## src/rtl/filter_test_sequencer_pkg.sv

```systemverilog
// Shared settings for the filter top level and its test sequencer.
//   SIZE_DELAY       : width of the generator delay control
//   SIZE_FILTER_DATA : width of one signed filter output
//   NUM_FILTERS      : number of filter outputs packed on filter_data
//   SIZE_FILTER_SEL  : width of the monitored-filter select
//   seq_state_t      : sweep controller states
package filter_test_sequencer_pkg;

    localparam int unsigned SIZE_DELAY       = 5;
    localparam int unsigned SIZE_FILTER_DATA = 16;
    localparam int unsigned NUM_FILTERS      = 6;
    localparam int unsigned SIZE_FILTER_SEL  = 3;

    typedef enum logic [1:0] {
        IDLE,
        SETTLE,
        MEASURE,
        REPORT
    } seq_state_t;

endpackage

```

## src/rtl/filter_test_sequencer_if.sv

```systemverilog
// Control/result bundle of the filter test sequencer.
//   master : issues start/abort with the sweep configuration, observes results
//   slave  : the sequencer; reports busy/done and one result per step
interface filter_test_sequencer_if;
    import filter_test_sequencer_pkg::*;

    logic                               start;
    logic                               abort;
    logic                               cfg_rate;
    logic                               cfg_overlay_en;
    logic [SIZE_FILTER_SEL-1:0]         cfg_sel;
    logic                               busy;
    logic                               done;
    logic                               result_valid;
    logic signed [SIZE_FILTER_DATA-1:0] result_peak;
    logic [SIZE_DELAY-1:0]              result_delay;
    logic                               result_overlay;

    modport master (
        output start, abort, cfg_rate, cfg_overlay_en, cfg_sel,
        input  busy, done, result_valid, result_peak, result_delay, result_overlay
    );

    modport slave (
        input  start, abort, cfg_rate, cfg_overlay_en, cfg_sel,
        output busy, done, result_valid, result_peak, result_delay, result_overlay
    );

endinterface

```

## src/rtl/filter_test_sequencer_peak_detector.sv

```systemverilog
// Running signed maximum of a sample stream.
//   clk, reset : clock and synchronous active-high reset (peak returns to 0)
//   clear      : load the most-negative value (wins over enable)
//   enable     : fold data into the running maximum this cycle
//   data       : signed sample
//   peak       : current signed maximum
module filter_test_sequencer_peak_detector
    import filter_test_sequencer_pkg::*;
(
    input  logic                               clk,
    input  logic                               reset,
    input  logic                               clear,
    input  logic                               enable,
    input  logic signed [SIZE_FILTER_DATA-1:0] data,
    output logic signed [SIZE_FILTER_DATA-1:0] peak
);

    localparam logic signed [SIZE_FILTER_DATA-1:0] MOST_NEG =
        {1'b1, {(SIZE_FILTER_DATA-1){1'b0}}};

    logic signed [SIZE_FILTER_DATA-1:0] peak_q;

    always_ff @(posedge clk) begin
        if (reset) begin
            peak_q <= '0;
        end else if (clear) begin
            peak_q <= MOST_NEG;
        end else if (enable && (data > peak_q)) begin
            peak_q <= data;
        end
    end

    assign peak = peak_q;

endmodule

```

## src/rtl/filter_test_sequencer.sv

```systemverilog
// Sweep controller for the exponential-signal generator and the filter bank.
// A start pulse walks test_delay from DELAY_FIRST to DELAY_LAST in DELAY_INCR
// steps (each delay optionally repeated with overlay set). Every step settles,
// measures the peak of the selected filter output, then reports it for one cycle.
//   clk, reset   : clock and synchronous active-high reset
//   bus          : start/abort/cfg in, busy/done/result_* out
//   filter_data  : six packed signed filter outputs, v1 in the LSBs
//   test_overlay, test_rate, test_delay : generator controls, 0 while idle
module filter_test_sequencer
    import filter_test_sequencer_pkg::*;
#(
    parameter int unsigned SETTLE_CYCLES = 16,
    parameter int unsigned DWELL_CYCLES  = 1024,
    parameter int unsigned DELAY_FIRST   = 0,
    parameter int unsigned DELAY_LAST    = 31,
    parameter int unsigned DELAY_INCR    = 1
) (
    input  logic                                    clk,
    input  logic                                    reset,
    filter_test_sequencer_if.slave                  bus,
    input  logic [NUM_FILTERS*SIZE_FILTER_DATA-1:0] filter_data,
    output logic                                    test_overlay,
    output logic                                    test_rate,
    output logic [SIZE_DELAY-1:0]                   test_delay
);

    // Delay arithmetic is one bit wider so the last increment cannot wrap.
    localparam int unsigned     DW1    = SIZE_DELAY + 1;
    localparam logic [DW1-1:0]  INCR_W = DW1'(DELAY_INCR);
    localparam logic [DW1-1:0]  LAST_W = DW1'(DELAY_LAST);

    seq_state_t                         state_q, state_d;
    logic [31:0]                        cnt_q, cnt_d;
    logic [SIZE_DELAY-1:0]              delay_q, delay_d;
    logic                               overlay_q, overlay_d;
    logic                               rate_q, rate_d;
    logic                               ov_en_q, ov_en_d;
    logic [SIZE_FILTER_SEL-1:0]         sel_q, sel_d;
    logic signed [SIZE_FILTER_DATA-1:0] sample_q, sample_d;
    logic signed [SIZE_FILTER_DATA-1:0] res_peak_q;
    logic [SIZE_DELAY-1:0]              res_delay_q;
    logic                               res_overlay_q;
    logic signed [SIZE_FILTER_DATA-1:0] peak;
    logic                               peak_clear;
    logic                               peak_en;
    logic                               report;
    logic                               last_step;
    logic [DW1-1:0]                     delay_next;
    logic                               busy;

    // Selects 6 and 7 fall through to v1.
    always_comb begin
        sample_d = filter_data[SIZE_FILTER_DATA-1:0];
        for (int i = 1; i < NUM_FILTERS; i++) begin
            if (sel_q == SIZE_FILTER_SEL'(i)) begin
                sample_d = filter_data[i*SIZE_FILTER_DATA +: SIZE_FILTER_DATA];
            end
        end
    end

    always_comb begin
        state_d    = state_q;
        cnt_d      = cnt_q;
        delay_d    = delay_q;
        overlay_d  = overlay_q;
        rate_d     = rate_q;
        ov_en_d    = ov_en_q;
        sel_d      = sel_q;
        peak_clear = 1'b0;
        peak_en    = 1'b0;
        report     = 1'b0;
        last_step  = 1'b0;
        delay_next = {1'b0, delay_q} + INCR_W;

        if ((state_q != IDLE) && bus.abort) begin
            state_d = IDLE;
        end else begin
            unique case (state_q)
                IDLE: begin
                    if (bus.start && !bus.abort) begin
                        rate_d    = bus.cfg_rate;
                        ov_en_d   = bus.cfg_overlay_en;
                        sel_d     = bus.cfg_sel;
                        delay_d   = SIZE_DELAY'(DELAY_FIRST);
                        overlay_d = 1'b0;
                        cnt_d     = '0;
                        state_d   = SETTLE;
                    end
                end
                SETTLE: begin
                    if (cnt_q == SETTLE_CYCLES - 1) begin
                        cnt_d      = '0;
                        peak_clear = 1'b1;
                        state_d    = MEASURE;
                    end else begin
                        cnt_d = cnt_q + 32'd1;
                    end
                end
                MEASURE: begin
                    peak_en = 1'b1;
                    if (cnt_q == DWELL_CYCLES - 1) begin
                        cnt_d   = '0;
                        state_d = REPORT;
                    end else begin
                        cnt_d = cnt_q + 32'd1;
                    end
                end
                REPORT: begin
                    report = 1'b1;
                    if (ov_en_q && !overlay_q) begin
                        overlay_d = 1'b1;
                        state_d   = SETTLE;
                    end else if (delay_next > LAST_W) begin
                        last_step = 1'b1;
                        state_d   = IDLE;
                    end else begin
                        delay_d   = delay_next[SIZE_DELAY-1:0];
                        overlay_d = 1'b0;
                        state_d   = SETTLE;
                    end
                end
                default: state_d = IDLE;
            endcase
        end
    end

    always_ff @(posedge clk) begin
        if (reset) begin
            state_q       <= IDLE;
            cnt_q         <= '0;
            delay_q       <= '0;
            overlay_q     <= 1'b0;
            rate_q        <= 1'b0;
            ov_en_q       <= 1'b0;
            sel_q         <= '0;
            sample_q      <= '0;
            res_peak_q    <= '0;
            res_delay_q   <= '0;
            res_overlay_q <= 1'b0;
        end else begin
            state_q   <= state_d;
            cnt_q     <= cnt_d;
            delay_q   <= delay_d;
            overlay_q <= overlay_d;
            rate_q    <= rate_d;
            ov_en_q   <= ov_en_d;
            sel_q     <= sel_d;
            sample_q  <= sample_d;
            // Hold the reported values until the next report.
            if (report) begin
                res_peak_q    <= peak;
                res_delay_q   <= delay_q;
                res_overlay_q <= overlay_q;
            end
        end
    end

    filter_test_sequencer_peak_detector u_peak (
        .clk    (clk),
        .reset  (reset),
        .clear  (peak_clear),
        .enable (peak_en),
        .data   (sample_q),
        .peak   (peak)
    );

    assign busy               = (state_q != IDLE);
    assign bus.busy           = busy;
    assign bus.done           = last_step;
    assign bus.result_valid   = report;
    assign bus.result_peak    = report ? peak : res_peak_q;
    assign bus.result_delay   = report ? delay_q : res_delay_q;
    assign bus.result_overlay = report ? overlay_q : res_overlay_q;

    assign test_overlay = busy & overlay_q;
    assign test_rate    = busy & rate_q;
    assign test_delay   = busy ? delay_q : '0;

endmodule

```

## src/flat_wrapper.sv

```systemverilog
// flat-port wrapper written by rule: the top's interface ports become plain ports
module filter_test_sequencer_flat import filter_test_sequencer_pkg::*;
#(
    parameter int unsigned SETTLE_CYCLES = 16,
    parameter int unsigned DWELL_CYCLES  = 1024,
    parameter int unsigned DELAY_FIRST   = 0,
    parameter int unsigned DELAY_LAST    = 31,
    parameter int unsigned DELAY_INCR    = 1
)
  (clk, reset, filter_data, test_overlay, test_rate, test_delay, bus_start, bus_abort, bus_cfg_rate, bus_cfg_overlay_en, bus_cfg_sel, bus_busy, bus_done, bus_result_valid, bus_result_peak, bus_result_delay, bus_result_overlay);
  filter_test_sequencer_if bus_i ();
  input  logic clk;
  input  logic reset;
  input  logic [NUM_FILTERS*SIZE_FILTER_DATA-1:0] filter_data;
  output logic test_overlay;
  output logic test_rate;
  output logic [SIZE_DELAY-1:0] test_delay;
  input wire logic [$bits(bus_i.start)-1:0] bus_start;
  input wire logic [$bits(bus_i.abort)-1:0] bus_abort;
  input wire logic [$bits(bus_i.cfg_rate)-1:0] bus_cfg_rate;
  input wire logic [$bits(bus_i.cfg_overlay_en)-1:0] bus_cfg_overlay_en;
  input wire logic [$bits(bus_i.cfg_sel)-1:0] bus_cfg_sel;
  output wire logic [$bits(bus_i.busy)-1:0] bus_busy;
  output wire logic [$bits(bus_i.done)-1:0] bus_done;
  output wire logic [$bits(bus_i.result_valid)-1:0] bus_result_valid;
  output wire logic [$bits(bus_i.result_peak)-1:0] bus_result_peak;
  output wire logic [$bits(bus_i.result_delay)-1:0] bus_result_delay;
  output wire logic [$bits(bus_i.result_overlay)-1:0] bus_result_overlay;
  assign bus_i.start = bus_start;
  assign bus_i.abort = bus_abort;
  assign bus_i.cfg_rate = bus_cfg_rate;
  assign bus_i.cfg_overlay_en = bus_cfg_overlay_en;
  assign bus_i.cfg_sel = bus_cfg_sel;
  assign bus_busy = bus_i.busy;
  assign bus_done = bus_i.done;
  assign bus_result_valid = bus_i.result_valid;
  assign bus_result_peak = bus_i.result_peak;
  assign bus_result_delay = bus_i.result_delay;
  assign bus_result_overlay = bus_i.result_overlay;
  filter_test_sequencer #(.SETTLE_CYCLES(SETTLE_CYCLES), .DWELL_CYCLES(DWELL_CYCLES), .DELAY_FIRST(DELAY_FIRST), .DELAY_LAST(DELAY_LAST), .DELAY_INCR(DELAY_INCR)) u_core (.clk(clk), .reset(reset), .bus(bus_i), .filter_data(filter_data), .test_overlay(test_overlay), .test_rate(test_rate), .test_delay(test_delay));
endmodule
```

## config.mk

```make
export PLATFORM = sky130hd
export DESIGN_NAME = filter_test_sequencer_flat
export DESIGN_NICKNAME = d
export VERILOG_FILES = /design/src/rtl/filter_test_sequencer_pkg.sv /design/src/rtl/filter_test_sequencer_if.sv /design/src/rtl/filter_test_sequencer_peak_detector.sv /design/src/rtl/filter_test_sequencer.sv /design/src/flat_wrapper.sv
export SDC_FILE = /design/constraint.sdc
export NUM_CORES = 1
export LEC_CHECK = 0
export ABC_AREA = 1
export CAP_MARGIN = 0
export CORE_UTILIZATION = 46
export CTS_CLUSTER_SIZE = 28
export DETAILED_ROUTE_END_ITERATION = 7
export PLACE_DENSITY = 0.74
export SYNTH_ARGS = -nofsm -noshare
export SYNTH_HDL_FRONTEND = slang
export SYNTH_HIERARCHICAL = 1
export SYNTH_SLANG_ARGS = --single-unit
```

## constraint.sdc

```tcl
create_clock -name clk -period 2.2 [get_ports clk]
set_input_delay 0.66 -clock clk [delete_from_list [all_inputs] [get_ports clk]]
set_output_delay 0.66 -clock clk [all_outputs]
set_load 0.03 [all_outputs]
```

# Word-level counts from Yosys, hierarchy flattened
# Cells that the tools add are included.
classes:
  n_addsub: 2
  bitwise_logic: 3
  eq_ne: 16
  n_lt_le_gt_ge: 2
  reduce_logical: 18
  n_mux: 40
ops:
  columns: ["cell", "n"]
  rows:
  - ["2-to-1 mux 16 bit", 8]
  - ["2-to-1 mux 32 bit", 3]
  - ["one-hot mux 32 bit (3 select lines)", 1]
  - ["adder 32 x 1 -> 32 bit (second input constant)", 1]
  - ["equality test 32 x 10 -> 1 bit (second input constant)", 1]
  - ["equality test 32 x 4 -> 1 bit (second input constant)", 1]
  - ["2-to-1 mux 5 bit", 5]
  - ["greater-than comparator 16 bit", 1]
  - ["2-to-1 mux 1 bit", 16]
  - ["one-hot mux 5 bit (2 select lines)", 1]
  - ["AND reduction 3 bit", 3]
  - ["2-to-1 mux 2 bit", 4]
  - ["one-hot mux 2 bit (4 select lines)", 1]
  - ["adder 5 x 1 -> 6 bit (second input constant)", 1]
  - ["equality test 3 x 2 -> 1 bit (second input constant)", 2]
  - ["equality test 3 bit (second input constant)", 2]
  - ["greater-than comparator 6 x 5 -> 1 bit (second input constant)", 1]
  - ["!= test 2 x 1 -> 1 bit (second input constant)", 3]
  - ["nonzero test 2 bit", 3]
  - ["AND reduction 5 bit", 1]
  - ["equality test 2 bit (second input constant)", 2]
  - ["logical AND 1 bit", 4]
  - ["!= test 2 bit (second input constant)", 2]
  - ["AND reduction 4 bit", 1]
  - ["10 further kinds", 13]
totals:
  output_inout_bits: 32
  ff_bits: 99
  wordCells: 94

# Logic depth before layout (Yosys ltp)
# Gate-level depths: netlist (run 1).
logic_depth:
  ltp_word: 6
  ltp_mapped: 16

# Hierarchy
# Netlist (run 1), hierarchy kept.
by_module_without_submodules:
  columns: ["mod", "cells_per_inst", "instances", "area_per_inst_um2", "seq_area_each_um2"]
  rows:
  - ["filter_test_sequencer", 701, 1, 4601.9, 1661.6]
  - ["filter_test_sequencer_peak_detector", 143, 1, 1262.5, 320.3]

# Least setup slack after synthesis (run 1)
# Ideal clock, no wire load.
synth_path:
  path_type: "input -> output"
  from: "in bus_abort"
  to: "out bus_result_peak[10]"
  arrival_time_ns: 1.869
  cell_stages: 7
  required_time_ns: 1.540
  n_path_buf: 1
  slack_ns: -0.329
  path_cell_list: "inv_1 nor2_1 nor2_1 clkbuf_1 or2_2 o21ai_0 inv_1"
synth_via:
  elab_chain_len: 3
synth_rtl:
  columns: ["element", "line", "text"]
  rows:
  - ["from (decl)", "flat_wrapper.sv:19", "input wire logic [$bits(bus_i.abort)-1:0] bus_abort;"]
  - ["logical AND 1 bit", "filter_test_sequencer.sv:75", "if ((state_q != IDLE) && bus.abort) begin"]
  - ["2-to-1 mux 1 bit", "filter_test_sequencer.sv:75", null]
  - ["net bus_result_valid", "flat_wrapper.sv:25", "output wire logic [$bits(bus_i.result_valid)-1:0] bus_result_valid;"]
  - ["2-to-1 mux 16 bit", null, null]
  - ["to (decl)", "flat_wrapper.sv:26", "output wire logic [$bits(bus_i.result_peak)-1:0] bus_result_peak;"]
# The timed path passes the listed nets, and every way through them passes these cells.

# Worst setup path in the final report (run 1)
layout_path:
  from: "reg u_core.state_q[0]"
  to: "out bus_result_delay[1]"
layout_via:
  elab_chain_len: 4
  elab_cells_between_ends: 6
layout_rtl:
  columns: ["element", "line", "text"]
  rows:
  - ["from (decl)", "filter_test_sequencer.sv:32", "seq_state_t state_q, state_d;"]
  - ["from (signal assigned)", "filter_test_sequencer.sv:141", "state_q <= state_d;"]
  - ["equality test 2 bit or nonzero test 2 bit (tied branches)", "filter_test_sequencer.sv:78, filter_test_sequencer.sv:75", null]
  - ["2-to-1 mux 1 bit or logical AND 1 bit (tied branches)", "filter_test_sequencer.sv:78, filter_test_sequencer.sv:75", null]
  - ["2-to-1 mux 1 bit *", "filter_test_sequencer.sv:75", null]
  - ["2-to-1 mux 5 bit *", null, null]
  - ["to (decl)", "flat_wrapper.sv:27", "output wire logic [$bits(bus_i.result_delay)-1:0] bus_result_delay;"]
# Every way passes the cells marked *; elsewhere a longest branch is shown, timed or not.

==> summary.txt, run 1 <==
Global route
  – Most used routing layer: met2
  – Antenna violations before repair: 0
  – Gr usage total: 26.3%
  – Met3 GRT Util: 5.48%
  – First-pass GRT wire length: 27,300 um
  – Total grt overflow: 0
  – Largest net degree at the start of global routing: 33
  – Vias in the first global route: 5,703
  – Met1 usage: 32.2%
  – Met2 track demand over resource: 46.3%

Worst setup path
  – Flop-to-flop setup slack: -70 ps
  – Reg2Reg Capture Point: u_core/res_delay_q[3]
  – Worst Setup End Kind: output pin
  – Crit-path slowest cell: dfxtp_2
  – Reg2reg start: u_core/state_q[0]
  – Register-to-Register Path Depth: 16
  – CP Launch Type: register
  – Setup CP Type: reg2out
  – Crit Path Max Fanout: 6
  – Crit-path cells: inv_2 -> ha_4 -> nor2_4 -> buf_6 -> nor2_4 -> or2_4 -> o21ai_2 -> inv_2 -> buf_6
  – Req. time, crit path: 1540 ps
  – Max stage delay on crit path: 360 ps
  – CP arrival: 1810 ps

Route
  – Vias per inst: 5.05
  – Detailed Route Iter0 Violations: 384
  – Routed Antenna Nets: 0
  – Vias: 6,107
  – Drc violations: 0
  – DR pass1 iterations: 6
  – Final Routed Wirelength: 17,300 um
  – Per-cell routed wire length: 14.3 um

Floorplan
  – Core Region: 0.0122 sq mm
  – Die area: 0.0132 sq mm
  – # rows: 40
  – Die H: 115 um
  – I/O pin count: 137
  – Initial core utilization: 48.0%
  – Die extent in x: 115 um

Pwr
  – VDD IR max: 0.451 mV
  – Internal power: 4.47 mW
  – P_leak: 3.68 nW
  – Clk pwr share: 21.4%
  – Power per cell area: 845 mW/mm^2
  – Switching share of power: 38.5%
  – Sequential fraction of design power: 30.7%
  – Combinational group share of total power: 47.9%
  – P_sw: 2.80 mW

Clock network
  – Clock sinks: 99
  – Worst-Skew Late Latency: 340 ps
  – Htree depth: 3
  – Clock-pin slew on the worst setup and hold paths: 70 ps
  – CTS tree: done
  – CTS max path bufs: 2
  – Clock root cell: clkbuf_16
  – CTS Buf Count: 9

Synthesis
  – Yosys Warn Count: 6
  – Library cells used by synthesis: 41
  – Synthesized Nets: 971
  – Seq/Total Area, Yosys: 33.8%
  – Cell taking the most area after synthesis: dfxtp_1
  – Top FF cell, synth: dfxtp_1
  – EDFF count, synth: 0
  – Post-Synthesis Cells: 844
  – Synth top area share: 33.8%
  – Async SR Flop Fraction: 0%
  – Synth Register Bits: 99
  – Mapped Area: 0.00586 sq mm
  – Top cells by area, synth: dfxtp_1 (34%), nand2_1 (11%), nor2_1 (7.2%), inv_1 (6.0%), ha_1 (4.7%)
  – Synth Area per Inst: 6.95 sq um

Timing
  – Final Max Tran Viols: 0
  – WHS: 488 ps
  – Final Skew: 7.04 ps
  – Slew headroom: 41.9%
  – Min Tclk post-route: 2470 ps
  – Endpoints failing hold: 0
  – Maximum operating frequency: 404 MHz
  – RSZ-0062 raised after global routing: true
  – Final period util: 112%
  – Worst slew pin tran: 871 ps
  – Final WS setup: -274 ps
  – Setup violators final: 24

Finish
  – Register Area: 0.00199 sq mm
  – Layout cell share with drive strength beyond 1: 24.5%
  – Filler instances: 1,019
  – Ant. Diodes: 0
  – Multi-input logic area: 0.00371 sq mm
  – Design area: 0.00860 sq mm
  – Synth-to-Final Area Change: 46.7%
  – Layout Nets: 1,163
  – Fin cells: 1,209

Worst hold path
  – Hold Crit Class: reg2reg
  – Beginning of the worst hold path: u_core/rate_q
  – Hold Crit Depth: 2
  – Hold Crit Endpoint: u_core/rate_q

Outcome
  – Failing checks: setup timing
  – Status: finished with violations

Place
  – Hpwl dp: 12,000 um
  – IO Port Bufs: 136
  – DP Area: 0.00770 sq mm
  – Cell Count Post-Placement: 1,169
  – Placer's final routability congestion estimate: 0.894

Flow run
  – MaxCap Viol Count: 0
-- logic make-up after synthesis --
logic type,share of synthesized area (%)
xor+xnor,3.73
compound gates,16.9
mux,0.171
buf+inv,9.20
flops,33.8
fa+ha+maj,4.69
simple gates,31.5
-- cell type report --
cell class / count / area share [%]
tap: 168 / 2.44
multi-input combinational: 622 / 43.2
timing repair buffer: 210 / 23.7
inverter: 94 / 4.16
sequential: 99 / 23.1
clock inverter: 6 / 0.771
clock buffer: 10 / 2.66
-- per-layer routing --
layer | routed length, um | vias to the layer above
li1 | - | 3132
met1 | 7300 | 2739
met2 | 8710 | 201
met3 | 876 | 35
met4 | 430 | 0
met5 | 0 | -
-- placed cells by master, fill, tap and decap left out, types with 3 or more instances in the layout --
cell type / instances
clkdlybuf4s50_1: 103
clkbuf_16: 9
nor2_1: 109
a21oi_2: 16
dfxtp_2: 4
inv_1: 69
nand4_1: 11
nand2_1: 178
buf_6: 28
nor3_2: 3
buf_12: 5
nand2_2: 8
o21bai_2: 14
nor3_1: 10
o21ai_0: 29
nor2_2: 4
nand3_1: 51
a21oi_1: 54
o21ai_4: 21
xnor2_1: 6
nor2_4: 8
or2_4: 21
buf_4: 71
inv_2: 23
ha_1: 20
dfxtp_1: 95
xor2_1: 19
o211ai_1: 17
clkinvlp_4: 3
-- critical path: cells and delay by family, from the launching register on --
family,cells,cell delay (ps)
DFF,1,360
buffers and inverters,4,410
AOI/OAI and AO/OA,1,90
adders and majority gates,1,160
and+or+nand+nor,3,470
-- repair_timing --
item / in CTS / in global routing
pin swaps: 6 / 3
endpoints found under the setup margin: 33 / 42
resized for setup: 234 / 17
hold buffers: 0 / 0
gates cloned: 5 / 0
buffers inserted: 16 / 4
-- through the flow --
| stage | TNS, ps | total power, mW | util, % | setup slack (ps) |
|---|---|---|---|---|
| 6_report | -5340 | 7.27 | 70.4 | -274 |
| 5_1_grt | -7010 | 7.77 | 70.4 | -342 |
| 4_1_cts | -4400 | 7.15 | 69.5 | -209 |
| 3_5_place_dp | -49390 | 5.17 | 63.1 | -1490 |
| 3_3_place_gp | -48590 | 5.11 | 63.1 | -1430 |
| 2_1_floorplan | -278 | 4.15 | - | -23.5 |
-- flip-flops by register name, summed over array words and instances, names as in the netlist, 2 cells and up --
register            cells
u_core/cnt_q           32
u_core/res_peak_q      16
u_core/sample_q        16
u_core/u_peak/peak     16
u_core/delay_q          5
u_core/res_delay_q      5
u_core/sel_q            3
u_core/state_q          2
-- worst max-delay path by stage --
stage          cells past startpoint              start             endpoint
6_report                           9  u_core/state_q[0]  bus_result_delay[1]
4_1_cts                            9  u_core/state_q[1]  bus_result_peak[13]
5_1_grt                            9  u_core/state_q[0]  bus_result_delay[1]
3_3_place_gp                       9          bus_abort   bus_result_peak[2]
3_5_place_dp                       9          bus_abort   bus_result_peak[3]
2_1_floorplan                      7          bus_abort   bus_result_peak[0]
-- cell usage after synthesis, drive strengths merged (6+ instances only) --
master and count:
nand2 187, nor2 118, dfxtp 99, inv 94
a21oi 70, nand3 55, o21ai 53, ha 22
or2 21, clkbuf 20, xor2 19, o211ai 17
o21bai 15, nor3 13, buf 12, nand4 12
xnor2 6
-- power by group through the flow --
stage                     Clock (mW)  Sequential, mW  Combinational (mW)
final                           1.55            2.23                3.48
after global routing            1.69            2.26                3.82
after detailed placement           0            2.21                2.95
after global placement             0            2.21                2.91
after floorplan                    0            2.16                1.99
after CTS                       1.59            2.21                3.36
(Power assumes the default switching activity.)
==> inputs of run 2 (changes only) <==
--- a/config.mk
+++ b/config.mk
@@ -7,10 +7,11 @@
 export LEC_CHECK = 0
 export ABC_AREA = 1
 export CAP_MARGIN = 0
-export CORE_UTILIZATION = 46
+export CORE_UTILIZATION = 65
 export CTS_CLUSTER_SIZE = 28
 export DETAILED_ROUTE_END_ITERATION = 7
-export PLACE_DENSITY = 0.74
+export DONT_BUFFER_PORTS = 1
+export PLACE_DENSITY = 0.78
 export SYNTH_ARGS = -nofsm -noshare
 export SYNTH_HDL_FRONTEND = slang
 export SYNTH_HIERARCHICAL = 1
==> constraint.sdc (replaced) <==
create_clock -name clk -period 3.06 [get_ports clk]
set_input_delay 0.918 -clock clk [delete_from_list [all_inputs] [get_ports clk]]
set_output_delay 0.918 -clock clk [all_outputs]
set_load 0.03 [all_outputs]
==> run 2 against run 1 <==
- the flow now finishes without violations
- clock skew grew 2.1 ps
- non-clock buffer count shrank 196
- global-route usage grew 4.7 points
- sequential power shrank 29%
- combinational power shrank 51%
- via count shrank 11%
- critical path depth is the same
- register-to-register slack gained 660 ps
- design area shrank 28%
- routed wire length shrank 18%
- critical path type unchanged
==> summary.txt, run 2 (synthesis results as in run 1) <==
Floorplan
  – Core Region: 0.00872 sq mm (-29%)
  – I/O pin count: 137 (unchanged)
  – # rows: 34 (-15%)
  – Die extent in x: 97.0 um (-16%)
  – Die H: 97.0 um (-16%)
  – Die area: 0.00941 sq mm (-29%)
  – Initial core utilization: 67.2% (+19 points)

Timing
  – Final Max Tran Viols: 0 (unchanged)
  – WHS: 491 ps (+2.72 ps)
  – Final period util: 97.1%
  – Final Skew: 9.18 ps (+2.13 ps)
  – Worst slew pin tran: 846 ps (-25.7 ps)
  – Slew headroom: 43.6% (+1.7 points)
  – Endpoints failing hold: 0 (unchanged)
  – Min Tclk post-route: 2970 ps
  – TNS Setup: 0 ps (+5340 ps)
  – Maximum operating frequency: 337 MHz
  – Setup violators final: 0 (-100%)
  – Final WS setup: 89.4 ps (+363 ps)
  – RSZ-0062 raised after global routing: false

Finish
  – Largest Register: u_core/cnt_q
  – Fin cells: 953 (-21%)
  – Filler instances: 743 (-27%)
  – Layout cell share with drive strength beyond 1: 16.0% (-8.5 points)
  – Ant. Diodes: 0 (unchanged)
  – Most common cell after layout, fill and taps aside: nand2_1
  – Most frequent cells in the layout: nand2_1 (179), nor2_1 (111), dfxtp_1 (97), inv_1 (73), a21oi_1 (54)
  – Synth-to-Final Area Change: 6.17%
  – Max reg flops: 32 (unchanged)
  – Layout Nets: 967 (-17%)

Route
  – Vias: 5,446 (-11%)
  – Per-cell routed wire length: 15.0 um (+4.4%)
  – Detailed Route Iter0 Violations: 336 (-13%)
  – Drc violations: 0 (unchanged)
  – Vias per inst: 5.71 (+13%)
  – Final Routed Wirelength: 14,300 um (-18%)
  – Routed Antenna Nets: 0 (unchanged)
  – DR pass1 iterations: 5 (-1)

Global route
  – Gr usage total: 31.1% (+4.7 points)
  – Vias in the first global route: 5,157 (-9.6%)
  – Antenna violations before repair: 0 (unchanged)
  – First-pass GRT wire length: 23,900 um (-12%)
  – Largest net degree at the start of global routing: 33 (unchanged)
  – Total grt overflow: 0 (unchanged)

Flow run
  – MaxCap Viol Count: 0 (unchanged)

Clock network
  – Hold_buf cts: 0 (unchanged)
  – Htree depth: 3 (unchanged)
  – Clock-pin slew on the worst setup and hold paths: 90 ps (+20 ps)
  – CTS tree: done
  – Clock root cell: clkbuf_8
  – CTS Buf Count: 9 (unchanged)
  – Clock sinks: 99 (unchanged)
  – Worst-Skew Late Latency: 370 ps (+30 ps)
  – CTS max path bufs: 2 (unchanged)

Worst setup path
  – Crit-path slowest cell: dfxtp_4
  – Max stage delay on crit path: 380 ps (+20 ps)
  – CP Launch Type: register
  – Setup CP Type: reg2out
  – Crit Path Max Fanout: 22 (+16)
  – CP dominant cell by count: nor2_4
  – Crit-path cells: inv_1 -> ha_2 -> nor2_4 -> nor2_4 -> buf_4 -> buf_6 -> or2_2 -> o21ai_0 -> inv_2
  – Req. time, crit path: 2140 ps (+600 ps)
  – Worst Setup End Kind: output pin
  – CP arrival: 2050 ps (+240 ps)

Pwr
  – P_leak: 2.72 nW (-26%)
  – VDD IR max: 0.291 mV (-35%)
  – Power per cell area: 679 mW/mm^2 (-20%)

Worst hold path
  – Hold Crit Class: reg2reg

Place
  – Place WS: 55.9 ps (+1550 ps)
  – Cell Count Post-Placement: 931 (-20%)
  – Hpwl dp: 10,700 um (-11%)
  – IO Port Bufs: 0 (-100%)
  – Placer's final routability congestion estimate: 0.953 (+6.6%)

Outcome
  – Status: completed
## run 2: worst max-delay path: cells and delay by family, from the launching register on
kind | cells | cell delay, ps
adders and majority gates | 1 | 210
AOI/OAI and AO/OA | 1 | 140
DFF | 1 | 380
and+or+nand+nor | 3 | 450
buffers and inverters | 4 | 510
## run 2: layout make-up
| cell class | count | area, sq um | share of cell area [%] |
|---|---|---|---|
| multi-input combinational | 619 | 3380 | 54.3 |
| sequential | 99 | 1990 | 31.9 |
| inverter | 94 | 357 | 5.73 |
| tap | 108 | 135 | 2.17 |
| clock buffer | 9 | 124 | 1.99 |
| timing repair buffer | 14 | 121 | 1.95 |
| clock inverter | 7 | 100 | 1.61 |
| timing repair inverter | 3 | 22.5 | 0.362 |
## run 2: metal layers
metal / vias to the layer above / routed length, um / global-route usage, % / part of all wire, %
li1: 2729 / - / - / -
met1: 2487 / 6270 / 39.7 / 44
met2: 205 / 6820 / 52.7 / 48
met3: 25 / 805 / 5.20 / 5.6
met4: 0 / 352 / 11.3 / 2.5
met5: - / 0 / 0 / 0
## run 2: final timing paths
path	slack, ps	startpoint	endpoint	cells after the start
setup / recovery	90	u_core/state_q[0]	bus_result_peak[2]	9
hold / removal	490	u_core/rate_q	u_core/rate_q	2
setup reg to reg	590	u_core/state_q[0]	u_core/cnt_q[20]	11
hold reg to reg	490	u_core/rate_q	u_core/rate_q	2
## run 2: per-stage QoR
stage / utilization [%] / cell area [sq um] / power (mW)
finish: 71.4 / 6230 / 4.23
floorplan: - / 5860 / 2.94
CTS: 71.1 / 6200 / 4.20
global placement: 67.7 / 5910 / 3.15
global route: 71.4 / 6230 / 4.52
detailed placement: 67.7 / 5910 / 3.23
## run 2: timing repair
| action | in CTS | in global routing |
|---|---|---|
| pin swaps | 2 | 0 |
| setup buffers | 3 | 0 |
| cloned | 3 | 0 |
| endpoints found under the hold margin | 0 | 0 |
| gates resized for setup | 26 | 21 |
| setup endpoints to repair | 22 | 21 |
## run 2: report_power, final
group	internal (mW)	switching (mW)	leakage [nW]
registers	1.45	0.125	0.805
logic	0.567	1.15	1.81
clock network	0.467	0.465	0.108
total	2.49	1.74	2.72
